<file path="src/rtl/wb_master_port.sv">
// Single-outstanding Wishbone pipelined master: one client request -> one bus cycle -> one response strobe.
// States: IDLE (bus free, ready) | REQUEST (STB up, waiting out STALL) | WAIT_ACK (STB down, waiting ACK/ERR/timeout).
module wb_master_port #(
  parameter int unsigned TIMEOUT = 1024,
  parameter int unsigned TW      = 16
) (
  input  logic        i_clk,
  input  logic        i_reset,
  input  logic        i_req_valid,
  output logic        o_req_ready,
  input  logic        i_req_we,
  input  logic [29:0] i_req_addr,
  input  logic [31:0] i_req_data,
  input  logic [3:0]  i_req_sel,
  output logic        o_resp_valid,
  output logic [31:0] o_resp_data,
  output logic        o_resp_err,
  output logic        o_wb_cyc,
  output logic        o_wb_stb,
  output logic        o_wb_we,
  output logic [29:0] o_wb_addr,
  output logic [31:0] o_wb_data,
  output logic [3:0]  o_wb_sel,
  input  logic        i_wb_ack,
  input  logic        i_wb_stall,
  input  logic [31:0] i_wb_data,
  input  logic        i_wb_err
);

  typedef enum logic [1:0] {
    S_IDLE     = 2'd0,
    S_REQUEST  = 2'd1,
    S_WAIT_ACK = 2'd2
  } state_t;

  localparam bit            TO_EN   = (TIMEOUT != 0);
  localparam logic [TW-1:0] TO_LAST = TW'(TIMEOUT - 1);

  state_t        state_q, state_d;
  logic          cyc_q, cyc_d;
  logic          stb_q, stb_d;
  logic          we_q, we_d;
  logic [29:0]   addr_q, addr_d;
  logic [31:0]   data_q, data_d;
  logic [3:0]    sel_q, sel_d;
  logic          resp_valid_q, resp_valid_d;
  logic [31:0]   resp_data_q, resp_data_d;
  logic          resp_err_q, resp_err_d;
  logic [TW-1:0] cnt_q, cnt_d;
  logic          timeout_hit;

  assign timeout_hit = TO_EN && (cnt_q == TO_LAST);

  always_comb begin
    state_d      = state_q;
    cyc_d        = cyc_q;
    stb_d        = stb_q;
    we_d         = we_q;
    addr_d       = addr_q;
    data_d       = data_q;
    sel_d        = sel_q;
    resp_valid_d = 1'b0;
    resp_data_d  = resp_data_q;
    resp_err_d   = resp_err_q;
    cnt_d        = cnt_q;

    unique case (state_q)
      S_IDLE: begin
        if (i_req_valid) begin
          state_d = S_REQUEST;
          cyc_d   = 1'b1;
          stb_d   = 1'b1;
          we_d    = i_req_we;
          addr_d  = i_req_addr;
          data_d  = i_req_data;
          sel_d   = i_req_sel;
          cnt_d   = '0;
        end
      end

      S_REQUEST: begin
        cnt_d = cnt_q + TW'(1);
        // ACK/ERR here belong to nobody: nothing has been accepted by the slave yet.
        if (timeout_hit) begin
          state_d      = S_IDLE;
          resp_valid_d = 1'b1;
          resp_err_d   = 1'b1;
          resp_data_d  = '0;
        end else if (!i_wb_stall) begin
          state_d = S_WAIT_ACK;
          stb_d   = 1'b0;
        end
      end

      S_WAIT_ACK: begin
        cnt_d = cnt_q + TW'(1);
        if (i_wb_err) begin
          state_d      = S_IDLE;
          resp_valid_d = 1'b1;
          resp_err_d   = 1'b1;
          resp_data_d  = '0;
        end else if (i_wb_ack) begin
          state_d      = S_IDLE;
          resp_valid_d = 1'b1;
          resp_err_d   = 1'b0;
          resp_data_d  = we_q ? 32'h0 : i_wb_data;
        end else if (timeout_hit) begin
          state_d      = S_IDLE;
          resp_valid_d = 1'b1;
          resp_err_d   = 1'b1;
          resp_data_d  = '0;
        end
      end

      default: state_d = S_IDLE;
    endcase

    // Every exit to IDLE releases the bus and parks the address/data lines at zero.
    if (state_q != S_IDLE && state_d == S_IDLE) begin
      cyc_d  = 1'b0;
      stb_d  = 1'b0;
      we_d   = 1'b0;
      addr_d = '0;
      data_d = '0;
      sel_d  = '0;
      cnt_d  = '0;
    end
  end

  always_ff @(posedge i_clk) begin
    if (i_reset) begin
      state_q      <= S_IDLE;
      cyc_q        <= 1'b0;
      stb_q        <= 1'b0;
      we_q         <= 1'b0;
      addr_q       <= '0;
      data_q       <= '0;
      sel_q        <= '0;
      resp_valid_q <= 1'b0;
      resp_data_q  <= '0;
      resp_err_q   <= 1'b0;
      cnt_q        <= '0;
    end else begin
      state_q      <= state_d;
      cyc_q        <= cyc_d;
      stb_q        <= stb_d;
      we_q         <= we_d;
      addr_q       <= addr_d;
      data_q       <= data_d;
      sel_q        <= sel_d;
      resp_valid_q <= resp_valid_d;
      resp_data_q  <= resp_data_d;
      resp_err_q   <= resp_err_d;
      cnt_q        <= cnt_d;
    end
  end

  assign o_req_ready  = (state_q == S_IDLE);
  assign o_resp_valid = resp_valid_q;
  assign o_resp_data  = resp_data_q;
  assign o_resp_err   = resp_err_q;
  assign o_wb_cyc     = cyc_q;
  assign o_wb_stb     = stb_q;
  assign o_wb_we      = we_q;
  assign o_wb_addr    = addr_q;
  assign o_wb_data    = data_q;
  assign o_wb_sel     = sel_q;

endmodule

</file>
<file path="config.mk">
export PLATFORM = sky130hd
export DESIGN_NAME = wb_master_port
export DESIGN_NICKNAME = d
export VERILOG_FILES = /design/src/rtl/wb_master_port.sv
export SDC_FILE = /design/constraint.sdc
export NUM_CORES = 1
export LEC_CHECK = 0
export ABC_AREA = 1
export BUFFER_PORTS_ARGS = -buffer_cell sky130_fd_sc_hd__buf_2
export CORE_AREA = 2 2 137 139
export DETAILED_ROUTE_END_ITERATION = 8
export DIE_AREA = 0 0 139 141
export GPL_ROUTABILITY_DRIVEN = 0
export PLACE_DENSITY = 0.61
export SYNTH_ARGS = -nofsm -noshare
export SYNTH_HDL_FRONTEND = slang
export SYNTH_SLANG_ARGS = --single-unit
export TNS_END_PERCENT = 50
</file>
<file path="constraint.sdc">
create_clock -name i_clk -period 3.9 [get_ports i_clk]
set_clock_uncertainty 0.1 [all_clocks]
set_input_delay 0.78 -clock i_clk [delete_from_list [all_inputs] [get_ports i_clk]]
set_output_delay 0.78 -clock i_clk [all_outputs]
set_load 0.01 [all_outputs]
</file>
==> results of run 1 <==
==> stage by stage <==
stage | hold WS (ps) | total power [mW] | setup slack (ps)
3_5_place_dp | 372 | 2.12 | 1060
4_1_cts | 385 | 3.68 | 1030
2_1_floorplan | 402 | 1.86 | 1920
6_report | 385 | 3.61 | 1030
5_1_grt | 410 | 3.80 | 639
3_3_place_gp | 369 | 2.11 | 1120
==> layer usage <==
layer / global-route usage, % / up-vias
li1: - / 2648
met1: 18.9 / 2313
met2: 22.1 / 199
met3: 5.30 / 11
met4: 4.31 / 2
met5: 0 / -
==> Yosys cell counts <==
| master | instances | share of area (%) |
|---|---|---|
| a21oi_1 | 35 | 3.3 |
| a22oi_1 | 1 | 0.14 |
| a31oi_1 | 1 | 0.12 |
| a41oi_1 | 5 | 0.82 |
| buf_1 | 3 | 0.21 |
| buf_2 | 5 | 0.47 |
| buf_6 | 6 | 1.3 |
| clkbuf_1 | 27 | 1.9 |
| clkinv_1 | 1 | 0.070 |
| dfxtp_1 | 121 | 45 |
| ha_1 | 5 | 1.2 |
| inv_1 | 69 | 4.8 |
| inv_2 | 1 | 0.070 |
| mux2i_1 | 66 | 12 |
| nand2_1 | 78 | 5.5 |
| nand2_2 | 2 | 0.23 |
| nand3_1 | 51 | 4.8 |
| nand4_1 | 8 | 0.94 |
| nor2_1 | 115 | 8.1 |
| nor2_2 | 2 | 0.23 |
| nor3_1 | 8 | 0.75 |
| o21ai_0 | 76 | 7.1 |
| o21ai_1 | 1 | 0.094 |
| or2_2 | 1 | 0.12 |
| xnor2_1 | 1 | 0.16 |
==> sequential cells by signal, summed over array words and instances, names as in the netlist <==
register / count
o_resp_data: 32
o_wb_data: 32
o_wb_addr: 30
cnt_q: 16
o_wb_sel: 4
state_q: 2
o_resp_err: 1
o_resp_valid: 1
o_wb_cyc: 1
o_wb_stb: 1
o_wb_we: 1
==> power by group through the flow <==
stage,combinational (mW),clock (mW),sequential [mW]
5_1_grt,0.733,1.63,1.44
6_report,0.660,1.53,1.42
2_1_floorplan,0.366,0,1.50
4_1_cts,0.672,1.58,1.42
3_5_place_dp,0.671,0,1.45
3_3_place_gp,0.667,0,1.44
==> cell families (layout without fill, tap and decap cells) <==
group,Yosys count,after routing,share of synthesized area (%)
compound gates,119,119,11.6
xor+xnor,1,1,0.164
fa+ha+maj,5,5,1.17
buf+inv,112,318,8.82
flops,121,121,45.3
mux,66,66,12.4
simple gates,265,265,20.6
==> worst max-delay path, delay by kind of cell (launching register included) <==
family / cells / cell delay [ps]
buf+inv: 2 / 280
fa+ha+maj: 1 / 620
compound gates: 1 / 620
simple gates: 6 / 830
flops: 1 / 370
==> worst min path at each step <==
stage	depth (start not counted)	from	slack [ps]	end
floorplan	2	o_resp_data[0]$_SDFFE_PP0P_	400	o_resp_data[0]$_SDFFE_PP0P_
global placement	2	o_resp_data[9]$_SDFFE_PP0P_	370	o_resp_data[9]$_SDFFE_PP0P_
detailed placement	2	o_resp_data[12]$_SDFFE_PP0P_	370	o_resp_data[12]$_SDFFE_PP0P_
CTS	2	o_resp_data[12]$_SDFFE_PP0P_	380	o_resp_data[12]$_SDFFE_PP0P_
global route	2	o_resp_data[0]$_SDFFE_PP0P_	410	o_resp_data[0]$_SDFFE_PP0P_
finish	2	o_resp_data[2]$_SDFFE_PP0P_	380	o_resp_data[2]$_SDFFE_PP0P_
==> cell type report <==
type                       count  area share, %
multi-input combinational    456           34.6
clock buffer                  17           5.96
clock inverter                15           2.14
tap                          234           4.11
inverter                      71           3.74
timing repair buffer         215           15.5
sequential                   121           34.0
==> results_dict.tcl, run 1 <==
set metrics [dict create \
    postCtsSetupRepairBufs 0 \
    ios 209 \
    min_period_over_period_pct 73.7 \
    synth.avg_cell_area_um2 7.76 \
    cts_resized 0 \
    slowest_delay_ps 620 \
    wire_per_inst_um 12.8 \
    nets 992 \
    fin_util_pct 39.0 \
    rsz0062_at_grt "no" \
    power_switching_mw 1.08 \
    fin_crit_ps 2870 \
    fmax_ghz 0.348 \
    outcome "finished, final reports clean" \
    num_rows 50 \
    via_count 5173 \
    drt-initial-drc-count 202 \
    grt_max_degree 86 \
    powerDensity_nw_per_um2 506 \
    drv_cap 0 \
    end_kind "register" \
    ctsHoldBuffers 0 \
    ir_drop_mv 0.305 \
    syn_area_um2 5350 \
    crit_path_max_fanout 15 \
    yosysWarnings 0 \
    timing.rr.end "cnt_q[12]$_SDFFE_PP0P_" \
    p_comb_share_pct 18.3 \
    cts.sinks 121 \
    fin_tns_setup_ps 0 \
    setup_viol 0 \
    antenna_cells 0 \
    rr_startpoint "state_q[0]$_SDFF_PP0_" \
    overflow 0 \
    cp.arrival_ps 3120 \
    path_class "register to register" \
    final_area_um2 7130 \
    clockRootBuffer "clkbuf_16" \
    core_um2 18300 \
    drive_gt1_share_pct 28.5 \
    wirelength_um 14400 \
    hold_viol 0 \
    ys_seq_area_share_pct 45.3 \
    cellLeakagePower_nw 3.51 \
    intPower_mw 2.53 \
    clk-insertion-delay-late_ps 400 \
    fp.dieH_um 141 \
    wl_met3_um 1240 \
    hold_class "register to register" \
    dr.pass1.iters 7 \
    highest_layer "met5" \
    grt_pass1_vias 4717 \
    crit_path_start "state_q[0]$_SDFF_PP0_" \
    netlist_instances 689 \
    worst_path_most_repeated_cell "nand3_1" \
    cts_buffers 17 \
    io_buffers 208 \
    drc 0 \
    clockBufferDepth 2 \
    cpMaxStageDelayCell "ha_1" \
    die-area_um2 19600 \
    cp.required_ps 4140 \
    ys_types 25 \
    rr_worst_depth 10 \
    fillers 1959 \
    multi_input_area_um2 2470 \
    cts_max_level 4 \
    reg2reg_slack_ps 1030 \
    layout_common_cells "buf_2 (208), dfxtp_1 (121), nor2_1 (114)" \
    seq_power_share_pct 39.4 \
    ys_seq_elements 121 \
    met1_length_um 6650 \
    place_area_um2 6550 \
    maxSlewViolCount 0 \
    via_per_inst 4.58 \
    die_w_um 139 \
    ant_nets 0 \
    placed_cells 1097 \
    antenna_found_initial 1 \
    maxSlewHeadroom_pct 29.1 \
    cts_tree "done" \
    instances_no_fill 1129 \
    regArea_um2 2420 \
    start_util_pct 29.3 \
    start_kind "register" \
    p_clk_share_pct 42.3 \
    synth_nets 799 \
    clkTransAtPathRegs_ps 60 \
    cp_cell_sequence "inv_1 > ha_1 > inv_1 > o21ai_0 > nand3_1 > nor3_1 > nand3_1 > nand2_1 > nand3_1 > nor2_1" \
    crit_path_end "cnt_q[12]$_SDFFE_PP0P_" \
    swShare_pct 29.9 \
    final_common_cell "buf_2" \
    hpwlAfterDp_um 10000 \
    wl_met2_um 6390 \
    grt_pass1_wl_um 23200 \
    synthToLayoutAreaGrowth_pct 33.4 \
    worstMarginPinSlew_ps 1060 \
    gr-usage-all-layers_pct 14.4 \
]
No activity file was read; power rests on OpenSTA's default activity.
==> inputs of run 2 (changes only) <==
- PLACE_DENSITY: 0.61 -> 0.63
- clock period: 3.9 -> 2.4 ns (I/O delays scaled with it)
==> run 2 against run 1 <==
  * Total power grew 67%
  * Global-route usage is 0.73 points higher
  * Critical endpoint is now cnt_q[2]$_SDFFE_PP0P_
  * Highest routed layer is now met4
  * Die area did not move
  * Core utilization increased by 0.86 points
==> results_dict.tcl, run 2 (synthesized netlist as in run 1, its figures left out) <==
set metrics [dict create \
    whs_ps 196 \
    ios 209 \
    gr-usage-all-layers_pct 15.1 \
    reg2reg_slack_ps 240 \
    maxSlewViolCount 0 \
    placed_cells 1105 \
    multi_input_area_um2 2470 \
    fin_util_pct 39.9 \
    rsz0062_at_grt "no" \
    wire_per_inst_um 13.1 \
    drc 0 \
    synthToLayoutAreaGrowth_pct 36.4 \
    dp_slack_ps 156 \
    dr.pass1.iters 4 \
    cp_cell_sequence "ha_2 > nand3_1 > nor2_2 > nand2_2 > nand2_1 > nand3_1 > nand2_1 > nor2_1 > nor2_4 > clkbuf_16 > nor2_1" \
    drt-initial-drc-count 191 \
    cellLeakagePower_nw 3.57 \
    start_util_pct 29.3 \
    num_rows 50 \
    finalPower_mw 6.04 \
    overflow 0 \
    final_common_cell "buf_2" \
    power_switching_mw 1.81 \
    min_period_over_period_pct 90.0 \
    drv_cap 0 \
    via_count 5257 \
    fillers 1889 \
    hold_viol 0 \
    slowest_delay_ps 400 \
    swShare_pct 29.9 \
    hold_path_depth 2 \
    regArea_um2 2420 \
    fin_tns_setup_ps 0 \
    layout_common_cells "buf_2 (208), dfxtp_1 (120), nor2_1 (114)" \
    instances_no_fill 1138 \
    powerDensity_nw_per_um2 828 \
    die_w_um 139 \
    clk-insertion-delay-late_ps 410 \
    grt_pass1_vias 5009 \
    intPower_mw 4.23 \
    cts.sinks 121 \
    cpMaxStageDelayCell "dfxtp_2" \
    clockRootBuffer "clkbuf_16" \
    final_area_um2 7290 \
    ctsHoldBuffers 0 \
    path_class "register to register" \
    wirelength_um 14900 \
    place_area_um2 6660 \
    seq_power_share_pct 38.2 \
    outcome "finished, final reports clean" \
    antenna_found_initial 0 \
    fmax_ghz 0.463 \
    cp.arrival_ps 2360 \
    setup_viol 0 \
    cts_buffers 17 \
    clkTransAtPathRegs_ps 60 \
    hold_class "input port to register" \
    antenna_cells 0 \
    min_to "o_resp_valid$_SDFF_PP0_" \
    maxSlewHeadroom_pct 32.0 \
    ant_nets 0 \
    clockBufferDepth 2 \
    io_buffers 208 \
    cts_max_level 4 \
    grt_pass1_wl_um 24300 \
    core_um2 18300 \
    grt_max_degree 57 \
    die-area_um2 19600 \
    p_clk_share_pct 43.1 \
    rr_worst_depth 11 \
    end_kind "register" \
    hpwlAfterDp_um 10100 \
    start_kind "register" \
    ir_drop_mv 0.599 \
    drive_gt1_share_pct 29.5 \
    crit_path_max_fanout 28 \
    timing.rr.end "cnt_q[2]$_SDFFE_PP0P_" \
    min-delay-start "i_reset" \
    nets 1001 \
    cts_tree "done" \
    cp.required_ps 2600 \
    fp.dieH_um 141 \
    p_comb_share_pct 18.7 \
    fin_crit_ps 2160 \
    worstMarginPinSlew_ps 1020 \
    rr_startpoint "cnt_q[0]$_SDFFE_PP0P_" \
    setup_slack_ps 240 \
    via_per_inst 4.62 \
]
## run 2: cell types whose count changed in the layout (fill, tap and decap cells not counted), moves of 2 or more
| cell | delta |
|---|---|
| clkinv_4 | -2 |
| inv_8 | -2 |
| buf_12 | +4 |
| clkinvlp_4 | +3 |
| buf_4 | +4 |
## run 2: final cells by class
| cell class | instances | share of cell area, % |
|---|---|---|
| Multi-Input combinational cell | 456 | 33.9 |
| Sequential cell | 121 | 33.3 |
| Timing Repair Buffer | 224 | 17.0 |
| Clock buffer | 17 | 5.84 |
| Tap cell | 234 | 4.02 |
| Inverter | 71 | 3.66 |
| Clock inverter | 15 | 2.27 |
## run 2: worst max path at each step
stage                     startpoint                    endpoint  slack, ps  cells past startpoint
2_1_floorplan  cnt_q[0]$_SDFFE_PP0P_       cnt_q[3]$_SDFFE_PP0P_        440                     12
3_3_place_gp   cnt_q[0]$_SDFFE_PP0P_  o_wb_data[22]$_SDFFE_PP0P_        220                     11
3_5_place_dp   cnt_q[0]$_SDFFE_PP0P_  o_wb_data[14]$_SDFFE_PP0P_        160                     11
4_1_cts        cnt_q[0]$_SDFFE_PP0P_  o_wb_data[14]$_SDFFE_PP0P_        140                     11
5_1_grt        state_q[0]$_SDFF_PP0_      cnt_q[12]$_SDFFE_PP0P_         30                     11
6_report       cnt_q[0]$_SDFFE_PP0P_       cnt_q[2]$_SDFFE_PP0P_        240                     11
## run 2: critical path, delay by kind of cell (launching register included)
kind,cells,cell delay (ps)
buffers and inverters,1,270
flip-flops,1,400
AND/OR/NAND/NOR,9,1030
adder cells (fa/ha/maj),1,240
## run 2: layer usage
metal  part of all wire, %  vias to the layer above  track usage [%]  wire length [µm]
met5                     0                        -                0                 0
met4                   1.7                        0             6.06               261
met3                   8.0                       17             4.59              1190
met2                    45                      204             24.5              6720
met1                    45                     2363             18.8              6770
li1                      -                     2673                -                 -
## run 2: timing repair
action / 4_1_cts / 5_1_grt
setup buffers: 0 / 0
resized for setup: 0 / 3
setup endpoints to repair: 0 / 56
## run 2: power groups by stage
| stage | clock, mW | combinational, mW | sequential (mW) |
|---|---|---|---|
| finish | 2.60 | 1.13 | 2.31 |
| global route | 2.76 | 1.26 | 2.33 |
| CTS | 2.68 | 1.12 | 2.31 |
| detailed placement | 0 | 1.12 | 2.35 |
| global placement | 0 | 1.12 | 2.34 |
| floorplan | 0 | 0.595 | 2.43 |
==> inputs of run 3 (changes only) <==
- PLACE_DENSITY: 0.63 -> 0.53
- SLEW_MARGIN: not set -> 20
==> run 3 against run 2 <==
  * Cell count up 0.26%
  * Global-route usage rose by 0.26 points
  * Hold slack gained 1.3 ps
  * Total power fell by 2.9%
  * Register-to-register slack better by 80 ps
  * First-iteration DRC count decreased by 4.7%
  * Final area down 0.46%
  * Sequential share of layout area is 0.15 points higher
  * Sequential cell count unchanged
  * Core utilization fell by 0.19 points
  * Fmax is 3.8% higher
  * Critical path type unchanged
  * Largest cell class unchanged
==> results_dict.tcl, run 3 (synthesized netlist as in run 1, its figures left out) <==
set metrics [dict create \
    outcome "finished, final reports clean" \
    cts.sinks 121 \
    min_to "o_resp_valid$_SDFF_PP0_" \
    path_delay_family "simple AND/OR/NAND/NOR gates" \
    end_kind "register" \
    hpwlAfterDp_um 10600 \
    gr-usage-all-layers_pct 15.4 \
    cpMaxStageDelayCell "dfxtp_2" \
    grt_max_degree 60 \
    setup_slack_ps 319 \
    drv_cap 0 \
    final_common_cell "buf_2" \
    regArea_um2 2420 \
    min-delay-start "i_reset" \
    clockRootBuffer "clkbuf_16" \
    powerDensity_nw_per_um2 808 \
    drt-initial-drc-count 182 \
    dr.pass1.iters 4 \
    cp.required_ps 2590 \
    die_w_um 139 \
    maxSlewViolCount 0 \
    drive_gt1_share_pct 29.2 \
    layout_common_cells "buf_2 (208), dfxtp_1 (120), nor2_1 (114)" \
    fin_util_pct 39.7 \
    critPathBufInv 1 \
    final_area_um2 7250 \
    fmax_ghz 0.481 \
    cp.arrival_ps 2280 \
    clk-insertion-delay-late_ps 400 \
    wire_per_inst_um 13.2 \
    placed_cells 1108 \
    place_area_um2 6690 \
    via_per_inst 4.54 \
    grt_pass1_wl_um 24500 \
    die-area_um2 19600 \
    core_um2 18300 \
    num_rows 50 \
    rr_worst_depth 11 \
    ant_nets 0 \
    rr_startpoint "cnt_q[0]$_SDFFE_PP0P_" \
    timing.rr.end "o_wb_addr[16]$_SDFFE_PP0P_" \
    start_kind "register" \
    ios 209 \
    cts_max_level 4 \
    antenna_found_initial 1 \
    maxSlewHeadroom_pct 68.5 \
    min_period_over_period_pct 86.7 \
    hold_viol 0 \
    cts_buffers 17 \
    worstMarginPinSlew_ps 472 \
    fin_crit_ps 2080 \
    cts_tree "done" \
    clockBufferDepth 2 \
    via_count 5175 \
    nets 1003 \
    io_buffers 208 \
    start_util_pct 29.3 \
    reg2reg_slack_ps 320 \
    worst_path_most_repeated_cell "nand3_1" \
    wirelength_um 15100 \
    ir_drop_mv 0.487 \
    rsz0062_at_grt "no" \
    cellLeakagePower_nw 3.56 \
    crit_path_max_fanout 41 \
    clkTransAtPathRegs_ps 60 \
    multi_input_area_um2 2470 \
    setup_viol 0 \
    hold_path_depth 2 \
    dp_slack_ps 230 \
    fp.dieH_um 141 \
    grt_pass1_vias 4807 \
    ctsHoldBuffers 0 \
    cp_cell_sequence "ha_1 > nand3_1 > nor2_2 > nand2_2 > nand3_1 > nand3_1 > nand2_1 > nand2_1 > nor2_4 > buf_12 > nor2_1" \
    overflow 0 \
    drc 0 \
    path_class "register to register" \
    synthToLayoutAreaGrowth_pct 35.7 \
    slowest_delay_ps 390 \
    hold_class "input port to register" \
    instances_no_fill 1141 \
    fin_tns_setup_ps 0 \
    fillers 1929 \
]
## run 3: report_power, final
part,internal (mW),switching [mW]
clock,1.47,0.972
sequential,2.21,0.102
combinational,0.464,0.652
## run 3: worst max path at each step
stage / startpoint / to / depth (start not counted)
global route: cnt_q[0]$_SDFFE_PP0P_ / o_wb_addr[15]$_SDFFE_PP0P_ / 11
floorplan: cnt_q[0]$_SDFFE_PP0P_ / cnt_q[3]$_SDFFE_PP0P_ / 12
detailed placement: cnt_q[0]$_SDFFE_PP0P_ / o_wb_data[11]$_SDFFE_PP0P_ / 11
global placement: cnt_q[0]$_SDFFE_PP0P_ / cnt_q[12]$_SDFFE_PP0P_ / 11
finish: cnt_q[0]$_SDFFE_PP0P_ / o_wb_addr[16]$_SDFFE_PP0P_ / 11
CTS: cnt_q[0]$_SDFFE_PP0P_ / cnt_q[5]$_SDFFE_PP0P_ / 11
## run 3: metrics by stage
stage	hold slack, ps	power, mW
6_report	197	5.86
5_1_grt	206	6.20
4_1_cts	182	5.96
3_5_place_dp	373	3.49
3_3_place_gp	375	3.48
2_1_floorplan	402	3.03
## run 3: repair_timing
item / 4_1_cts / 5_1_grt
gates resized for setup: 0 / 1
buffers inserted: 0 / 0
endpoints found under the setup margin: 0 / 55
## run 3: layout make-up
| class | count | share of cell area [%] |
|---|---|---|
| Sequential cell | 121 | 33.4 |
| Clock inverter | 12 | 1.62 |
| Timing Repair Buffer | 226 | 17.1 |
| Clock buffer | 20 | 6.16 |
| Tap cell | 234 | 4.04 |
| Multi-Input combinational cell | 456 | 34.0 |
| Inverter | 71 | 3.67 |
| Antenna cell | 1 | 0.0345 |
## run 3: per-layer routing
| metal | share of wire (%) | wire, µm | up-vias | global-route usage [%] |
|---|---|---|---|---|
| met2 | 42 | 6400 | 190 | 23.3 |
| met4 | 0.88 | 133 | 0 | 3.67 |
| met5 | 0 | 0 | - | 0 |
| li1 | - | - | 2675 | - |
| met1 | 47 | 7090 | 2303 | 20.4 |
| met3 | 9.6 | 1460 | 7 | 6.39 |
